$ cat src/rtl/waterfall_pkg.sv
// rtl/waterfall_pkg.sv - shared constants and types for the waterfall framebuffer writer
//
// Purpose: default geometry of the 320x240 8-bit framebuffer, frame size
//          and the writer state encoding.
// Ports:   none (package).
package waterfall_pkg;

  localparam int WIDTH_DEF  = 320;
  localparam int HEIGHT_DEF = 240;
  localparam int FRAME_SIZE = WIDTH_DEF * HEIGHT_DEF;

  // CLEAR only exists in builds with WATERFALL_CLEAR_EN; RUN is terminal.
  typedef enum logic {
    CLEAR = 1'b0,
    RUN   = 1'b1
  } wf_state_e;

endpackage

$ cat src/rtl/waterfall_writer_if.sv
// rtl/waterfall_writer_if.sv - sample stream, display request and RAM port bundle
//
// Purpose: groups the writer's handshake and bus signals.
// Signals: s_data/s_valid/s_ready   sample stream into the writer
//          disp_req/disp_addr       display reader claim on the RAM port
//          ram_addr/ram_wdata/ram_we  single RAM port
//          scroll_row/line_done/busy  status back to the display side
// Modports: master = sample source / display side, slave = writer.
interface waterfall_writer_if #(
  parameter int ADDR_W = 17,
  parameter int DATA_W = 8
);

  logic [DATA_W-1:0] s_data;
  logic              s_valid;
  logic              s_ready;
  logic              disp_req;
  logic [ADDR_W-1:0] disp_addr;
  logic [ADDR_W-1:0] ram_addr;
  logic [DATA_W-1:0] ram_wdata;
  logic              ram_we;
  logic [7:0]        scroll_row;
  logic              line_done;
  logic              busy;

  modport master (
    output s_data, s_valid, disp_req, disp_addr,
    input  s_ready, ram_addr, ram_wdata, ram_we, scroll_row, line_done, busy
  );

  modport slave (
    input  s_data, s_valid, disp_req, disp_addr,
    output s_ready, ram_addr, ram_wdata, ram_we, scroll_row, line_done, busy
  );

endinterface

$ cat src/rtl/waterfall_addr_gen.sv
// rtl/waterfall_addr_gen.sv - column/row/base counters for the circular line buffer
//
// Purpose: tracks the current write column and row; base follows row*WIDTH
//          by accumulation so no multiplier is needed.
// Ports:   clk, reset_n   clock, asynchronous active-low reset
//          accept         a sample is written this cycle
//          wr_addr        base + col
//          scroll_row     oldest complete row (equals the row now being written)
//          line_done      one-cycle pulse after the last pixel of a line
module waterfall_addr_gen #(
  parameter int WIDTH  = 320,
  parameter int HEIGHT = 240,
  parameter int ADDR_W = 17
) (
  input  logic              clk,
  input  logic              reset_n,
  input  logic              accept,
  output logic [ADDR_W-1:0] wr_addr,
  output logic [7:0]        scroll_row,
  output logic              line_done
);

  localparam int COL_W = $clog2(WIDTH);

  logic [COL_W-1:0]  col_q;
  logic [7:0]        row_q;
  logic [ADDR_W-1:0] base_q;
  logic              last_col;
  logic              last_row;
  logic [7:0]        next_row;

  assign last_col = (col_q == COL_W'(WIDTH - 1));
  assign last_row = (row_q == 8'(HEIGHT - 1));
  assign next_row = last_row ? 8'd0 : row_q + 8'd1;

  always_ff @(posedge clk or negedge reset_n) begin
    if (!reset_n) begin
      col_q     <= '0;
      row_q     <= '0;
      base_q    <= '0;
      line_done <= 1'b0;
    end else begin
      line_done <= accept & last_col;
      if (accept) begin
        if (last_col) begin
          col_q  <= '0;
          row_q  <= next_row;
          base_q <= last_row ? '0 : base_q + ADDR_W'(WIDTH);
        end else begin
          col_q <= col_q + COL_W'(1);
        end
      end
    end
  end

  assign wr_addr = base_q + ADDR_W'(col_q);

  // The row being written is always the oldest one, so the display's raster
  // start and the write row share one register.
  assign scroll_row = row_q;

endmodule

$ cat src/rtl/waterfall_writer.sv
// rtl/waterfall_writer.sv - waterfall line writer and RAM port arbiter
//
// Purpose: writes WIDTH-sample lines into a circular framebuffer, gives the
//          display reader priority on the single RAM port and publishes the
//          oldest row for scrolling.
// Ports:   clk       system clock
//          reset_n   asynchronous active-low reset
//          bus       waterfall_writer_if.slave (stream, display request,
//                    RAM port, scroll_row, line_done, busy)
// Build option: WATERFALL_CLEAR_EN adds a post-reset zero-fill of the whole
//          frame (CLEAR state); without it the writer starts in RUN and
//          busy is tied low.
module waterfall_writer
  import waterfall_pkg::*;
#(
  parameter int WIDTH  = WIDTH_DEF,
  parameter int HEIGHT = HEIGHT_DEF,
  parameter int ADDR_W = 17,
  parameter int DATA_W = 8
) (
  input  logic                clk,
  input  logic                reset_n,
  waterfall_writer_if.slave   bus
);

  localparam int FRAME = WIDTH * HEIGHT;

  logic              is_run;
  logic              is_clear;
  logic [ADDR_W-1:0] clr_addr;
  logic [ADDR_W-1:0] wr_addr;
  logic              accept;

`ifdef WATERFALL_CLEAR_EN
  wf_state_e         state_q;
  wf_state_e         state_d;
  logic [ADDR_W-1:0] clr_addr_q;

  always_ff @(posedge clk or negedge reset_n) begin
    if (!reset_n) begin
      state_q    <= CLEAR;
      clr_addr_q <= '0;
    end else begin
      state_q <= state_d;
      // The fill pointer only advances on cycles the display leaves the port free.
      if (state_q == CLEAR && !bus.disp_req) begin
        clr_addr_q <= clr_addr_q + ADDR_W'(1);
      end
    end
  end

  always_comb begin
    state_d = state_q;
    if (state_q == CLEAR && !bus.disp_req && clr_addr_q == ADDR_W'(FRAME - 1)) begin
      state_d = RUN;
    end
  end

  assign is_run   = (state_q == RUN);
  assign is_clear = (state_q == CLEAR);
  assign clr_addr = clr_addr_q;
`else
  assign is_run   = 1'b1;
  assign is_clear = 1'b0;
  assign clr_addr = '0;
`endif

  assign accept = is_run & bus.s_valid & ~bus.disp_req;

  waterfall_addr_gen #(
    .WIDTH  (WIDTH),
    .HEIGHT (HEIGHT),
    .ADDR_W (ADDR_W)
  ) u_addr_gen (
    .clk        (clk),
    .reset_n    (reset_n),
    .accept     (accept),
    .wr_addr    (wr_addr),
    .scroll_row (bus.scroll_row),
    .line_done  (bus.line_done)
  );

  // Display address goes straight to the RAM; its read latency comes only
  // from the RAM's own output register.
  assign bus.ram_addr  = bus.disp_req ? bus.disp_addr : (is_clear ? clr_addr : wr_addr);
  assign bus.ram_wdata = is_run ? bus.s_data : '0;
  assign bus.ram_we    = ~bus.disp_req & (is_clear | (is_run & bus.s_valid));
  assign bus.s_ready   = is_run & ~bus.disp_req;
  assign bus.busy      = is_clear;

endmodule

$ cat src/flat_wrapper.sv
// flat-port wrapper written by rule: the top's interface ports become plain ports
module waterfall_writer_flat import waterfall_pkg::*;
#(
  parameter int WIDTH  = WIDTH_DEF,
  parameter int HEIGHT = HEIGHT_DEF,
  parameter int ADDR_W = 17,
  parameter int DATA_W = 8
)
  (clk, reset_n, bus_s_data, bus_s_valid, bus_disp_req, bus_disp_addr, bus_s_ready, bus_ram_addr, bus_ram_wdata, bus_ram_we, bus_scroll_row, bus_line_done, bus_busy);
  waterfall_writer_if #(.ADDR_W(ADDR_W), .DATA_W(DATA_W)) bus_i ();
  input  logic clk;
  input  logic reset_n;
  input wire logic [$bits(bus_i.s_data)-1:0] bus_s_data;
  input wire logic [$bits(bus_i.s_valid)-1:0] bus_s_valid;
  input wire logic [$bits(bus_i.disp_req)-1:0] bus_disp_req;
  input wire logic [$bits(bus_i.disp_addr)-1:0] bus_disp_addr;
  output wire logic [$bits(bus_i.s_ready)-1:0] bus_s_ready;
  output wire logic [$bits(bus_i.ram_addr)-1:0] bus_ram_addr;
  output wire logic [$bits(bus_i.ram_wdata)-1:0] bus_ram_wdata;
  output wire logic [$bits(bus_i.ram_we)-1:0] bus_ram_we;
  output wire logic [$bits(bus_i.scroll_row)-1:0] bus_scroll_row;
  output wire logic [$bits(bus_i.line_done)-1:0] bus_line_done;
  output wire logic [$bits(bus_i.busy)-1:0] bus_busy;
  assign bus_i.s_data = bus_s_data;
  assign bus_i.s_valid = bus_s_valid;
  assign bus_i.disp_req = bus_disp_req;
  assign bus_i.disp_addr = bus_disp_addr;
  assign bus_s_ready = bus_i.s_ready;
  assign bus_ram_addr = bus_i.ram_addr;
  assign bus_ram_wdata = bus_i.ram_wdata;
  assign bus_ram_we = bus_i.ram_we;
  assign bus_scroll_row = bus_i.scroll_row;
  assign bus_line_done = bus_i.line_done;
  assign bus_busy = bus_i.busy;
  waterfall_writer #(.WIDTH(WIDTH), .HEIGHT(HEIGHT), .ADDR_W(ADDR_W), .DATA_W(DATA_W)) u_core (.clk(clk), .reset_n(reset_n), .bus(bus_i));
endmodule
$ cat config.mk
export PLATFORM = sky130hd
export DESIGN_NAME = waterfall_writer_flat
export DESIGN_NICKNAME = d
export VERILOG_FILES = /design/src/rtl/waterfall_pkg.sv /design/src/rtl/waterfall_writer_if.sv /design/src/rtl/waterfall_addr_gen.sv /design/src/rtl/waterfall_writer.sv /design/src/flat_wrapper.sv
export SDC_FILE = /design/constraint.sdc
export NUM_CORES = 1
export LEC_CHECK = 0
export CORE_AREA = 2 2 69 71
export DETAILED_ROUTE_END_ITERATION = 8
export DIE_AREA = 0 0 71 73
export GPL_TIMING_DRIVEN = 0
export HOLD_SLACK_MARGIN = 0.15
export PLACE_DENSITY = 0.87
export SLEW_MARGIN = 20
export SYNTH_ARGS = -nofsm -noshare
export SYNTH_HDL_FRONTEND = slang
export SYNTH_SLANG_ARGS = --single-unit
$ cat constraint.sdc
create_clock -name clk -period 2.5 [get_ports clk]
set_input_delay 0.5 -clock clk [delete_from_list [all_inputs] [get_ports clk]]
set_output_delay 0.5 -clock clk [all_outputs]
set_load 0.03 [all_outputs]
==> impl_metrics.yaml <==
worst_setup_path:
  r2r_slack_ns: 0.41
  worstPathCellList: "ha_4 -> a211oi_4 -> nor2_1 -> a311o_1 -> nand3_1 -> buf_4"
  cp.depth: 6
  r2r_end: "u_core.u_addr_gen.base_q[12]"
  max_stage_delay_ns: 0.44
  timing.rr.start: "u_core.u_addr_gen.col_q[1]"
  cp-start-kind: "flip-flop"
  crit_buf_inv: 1
  cp_slowest_cell: "dfrtp_2"
  required_ns: 2.00
  crit_fanout: 3
  critPathArrivalTime_ns: 1.95
  endpoint_kind: "output port"
  rr_worst_depth: 7
  crit_type: "reg -> out"
  critPathTopFamily: "compound AO/OA/AOI/OAI gates"
floorplanning:
  rows: 25
  ioPinCount: 66
  start_util_pct: 43.01
  die_h_um: 73
  dieWidth_um: 71
  die-area_mm2: 0.005183
  core_mm2: 0.004536
timing:
  clock-skew-final_ns: 0.004322
  finalSetupViolations: 0
  slew_violations: 0
  layout_setup_ws_ns: 0.05413
  period_share_pct: 97.83
  setup_tns_ns: 0
  worst_slew_pin_slew_ns: 0.6459
  rsz0062_at_grt: "yes"
  hold_viol: 0
  relSlewSlack_pct: 56.94
  max_freq_mhz: 408.9
  min_period_ns: 2.446
global_routing:
  overflow: 0
  grt_max_degree: 30
  grt_pass1_vias: 1798
  antenna_found_initial: 0
  grt.total_usage_pct: 19.63
  grt_pass1_wl_um: 8045
layout:
  drive_gt1_share_pct: 21.62
  diodes: 0
  syn2layout_area_growth_pct: 41.12
  finalNetCount: 330
synthesis:
  syn_inst: 225
  synth-edff-count: 0
  synth_area_per_cell_um2: 8.669
  yosysUniqueCellTypes: 44
  syn_nets: 260
  ys_seq_area_share_pct: 37.20
  ys_dominant_reg_cell: "dfrtp_1"
  ys_seq_elements: 29
  syn_area_mm2: 0.001951
  async_flop_share_pct: 100.0
  yosysWarnings: 0
routing:
  drtIter0Drc: 103
  viasPerCell: 5.466
  routed_wl_um: 4938
  ant_nets: 0
  drc_errors: 0
  first_pass_iters: 4
  routedWlPerCell_um: 14.11
  dr_total_vias: 1913
min_path:
  holdCritPathClass: "in -> async"
clock_tree:
  clockBufferDepth: 2
  root_buffer: "clkbuf_8"
  cts_buffers: 5
  cts_tree: "done"
  clk_latency_ns: 0.28
  cts_num_sinks: 29
  h-tree-depth: 2
  clk_pin_slew_ns: 0.06
placement:
  place_congestion: 0.7887
  hpwlAfterDp_um: 3396
  preCtsSetupSlack_ns: -0.6293
  portBuffers: 56
pwr:
  vdd_ir_drop_max_mv: 0.3145
  leakagePower_nw: 1.199
  power_density_mw_per_mm2: 456.4
job:
  max_cap_violations: 0
status:
  status: "completed"
power by group:
group          switching, mW  internal, mW  total [mW]
clock                  0.186         0.191       0.377
combinational          0.170         0.139       0.309
sequential            0.0598         0.510       0.569
final cells by class:
type / count / area, um2
Sequential cell: 29 / 732.0
Timing Repair Buffer: 63 / 565.5
Inverter: 8 / 33.78
Multi-Input combinational cell: 169 / 1141
Fill cell: 386 / 1783
Clock inverter: 3 / 17.52
Tap cell: 54 / 67.56
Clock buffer: 5 / 68.82
Buffer: 19 / 126.4
synthesized netlist by cell type (all sizes together) (2+ instances only):
master / n / area [um2]
nand4: 8 / 50.05
o211ai: 2 / 15.01
xnor2: 11 / 96.34
clkbuf: 7 / 26.28
mux2: 8 / 90.09
ha: 6 / 75.07
or4: 2 / 18.77
inv: 8 / 30.03
a21oi: 6 / 30.03
a21o: 2 / 15.01
nand3: 8 / 45.04
o21bai: 2 / 15.01
buf: 12 / 87.57
and3: 6 / 37.54
nor2: 9 / 33.78
a211oi: 2 / 15.01
nor3b: 3 / 22.52
xor2: 3 / 26.28
o21ai: 31 / 155.2
a21boi: 2 / 15.01
nand2: 28 / 105.1
and4b: 2 / 20.02
a22o: 3 / 26.28
dfrtp: 29 / 725.7
o31ai: 4 / 30.03
and2: 3 / 18.77
nor3: 5 / 25.02
a22oi: 2 / 15.01
flip-flops by register name, indices dropped and copies added (netlist names):
name                          count
u_core.u_addr_gen.col_q           9
u_core.u_addr_gen.base_q         11
u_core.u_addr_gen.scroll_row      8
u_core.u_addr_gen.line_done       1
how the worst max path moves through the flow:
stage | startpoint | endpoint
finish | u_core.u_addr_gen.col_q[7] | bus_ram_addr[16]
global route | u_core.u_addr_gen.base_q[9] | bus_ram_addr[12]
CTS | u_core.u_addr_gen.base_q[8] | bus_ram_addr[12]
detailed placement | u_core.u_addr_gen.col_q[7] | bus_ram_addr[16]
global placement | u_core.u_addr_gen.col_q[7] | bus_ram_addr[16]
floorplan | u_core.u_addr_gen.col_q[7] | bus_ram_addr[10]
kinds of logic after synthesis:
family          after synthesis  synth area share, %
flops                        29                37.20
mux                           8                4.619
other cells                   1               0.1922
xor+xnor                     14                6.286
simple gates                 80                21.55
buf+inv                      27                7.376
compound gates               60                18.92
fa+ha+maj                     6                3.849
worst reg2reg max path, delay by kind of cell, from the launching register on:
family | cells | cell delay, ns
buf+inv | 2 | 0.39
compound gates | 2 | 0.35
simple gates | 2 | 0.64
fa+ha+maj | 1 | 0.20
flops | 1 | 0.38
stage by stage:
step | area, um2 | util, % | hold slack (ns) | power [mW] | cells
finish | 2753 | 60.69 | 0.2405 | 1.256 | 350
global route | 2753 | 60.69 | 0.2813 | 1.328 | 350
CTS | 2681 | 59.12 | 0.2596 | 1.267 | 345
detailed placement | 2574 | 56.74 | 0.5228 | 0.9120 | 335
global placement | 2579 | 56.86 | 0.5058 | 0.9027 | 335
floorplan | 1951 | - | 0.2044 | 0.7606 | 225
cells in the final DEF (no fill, tap or decap), types with 4 or more instances in the layout:
cell type        count
clkdlybuf4s50_1     36
nand2_1             28
o21ai_0             26
dfrtp_1             24
buf_4               20
xnor2_1             11
nor2_1               9
nand4_1              8
mux2_2               8
dlygate4sd2_1        8
inv_1                7
nand3_1              7
and3_1               6
a21oi_1              6
clkbuf_1             5
o21ai_1              5
clkbuf_8             5
dfrtp_2              5
clkbuf_2             4
o31ai_1              4
what timing repair did:
action	CTS	global route
pin swaps	2	1
endpoints found under the setup margin	19	12
gates resized for setup	63	23
gates cloned	0	0
hold buffers	0	0
setup buffers	2	5
layer usage:
| layer | GRT usage (%) | vias up | wire [um] |
|---|---|---|---|
| li1 | - | 939 | - |
| met1 | 23.32 | 888 | 2105 |
| met2 | 33.54 | 79 | 2376 |
| met3 | 5.387 | 7 | 369 |
| met4 | 8.386 | 0 | 85 |
| met5 | 0 | - | 0 |
Note: power is estimated with default switching activity, not from simulation.
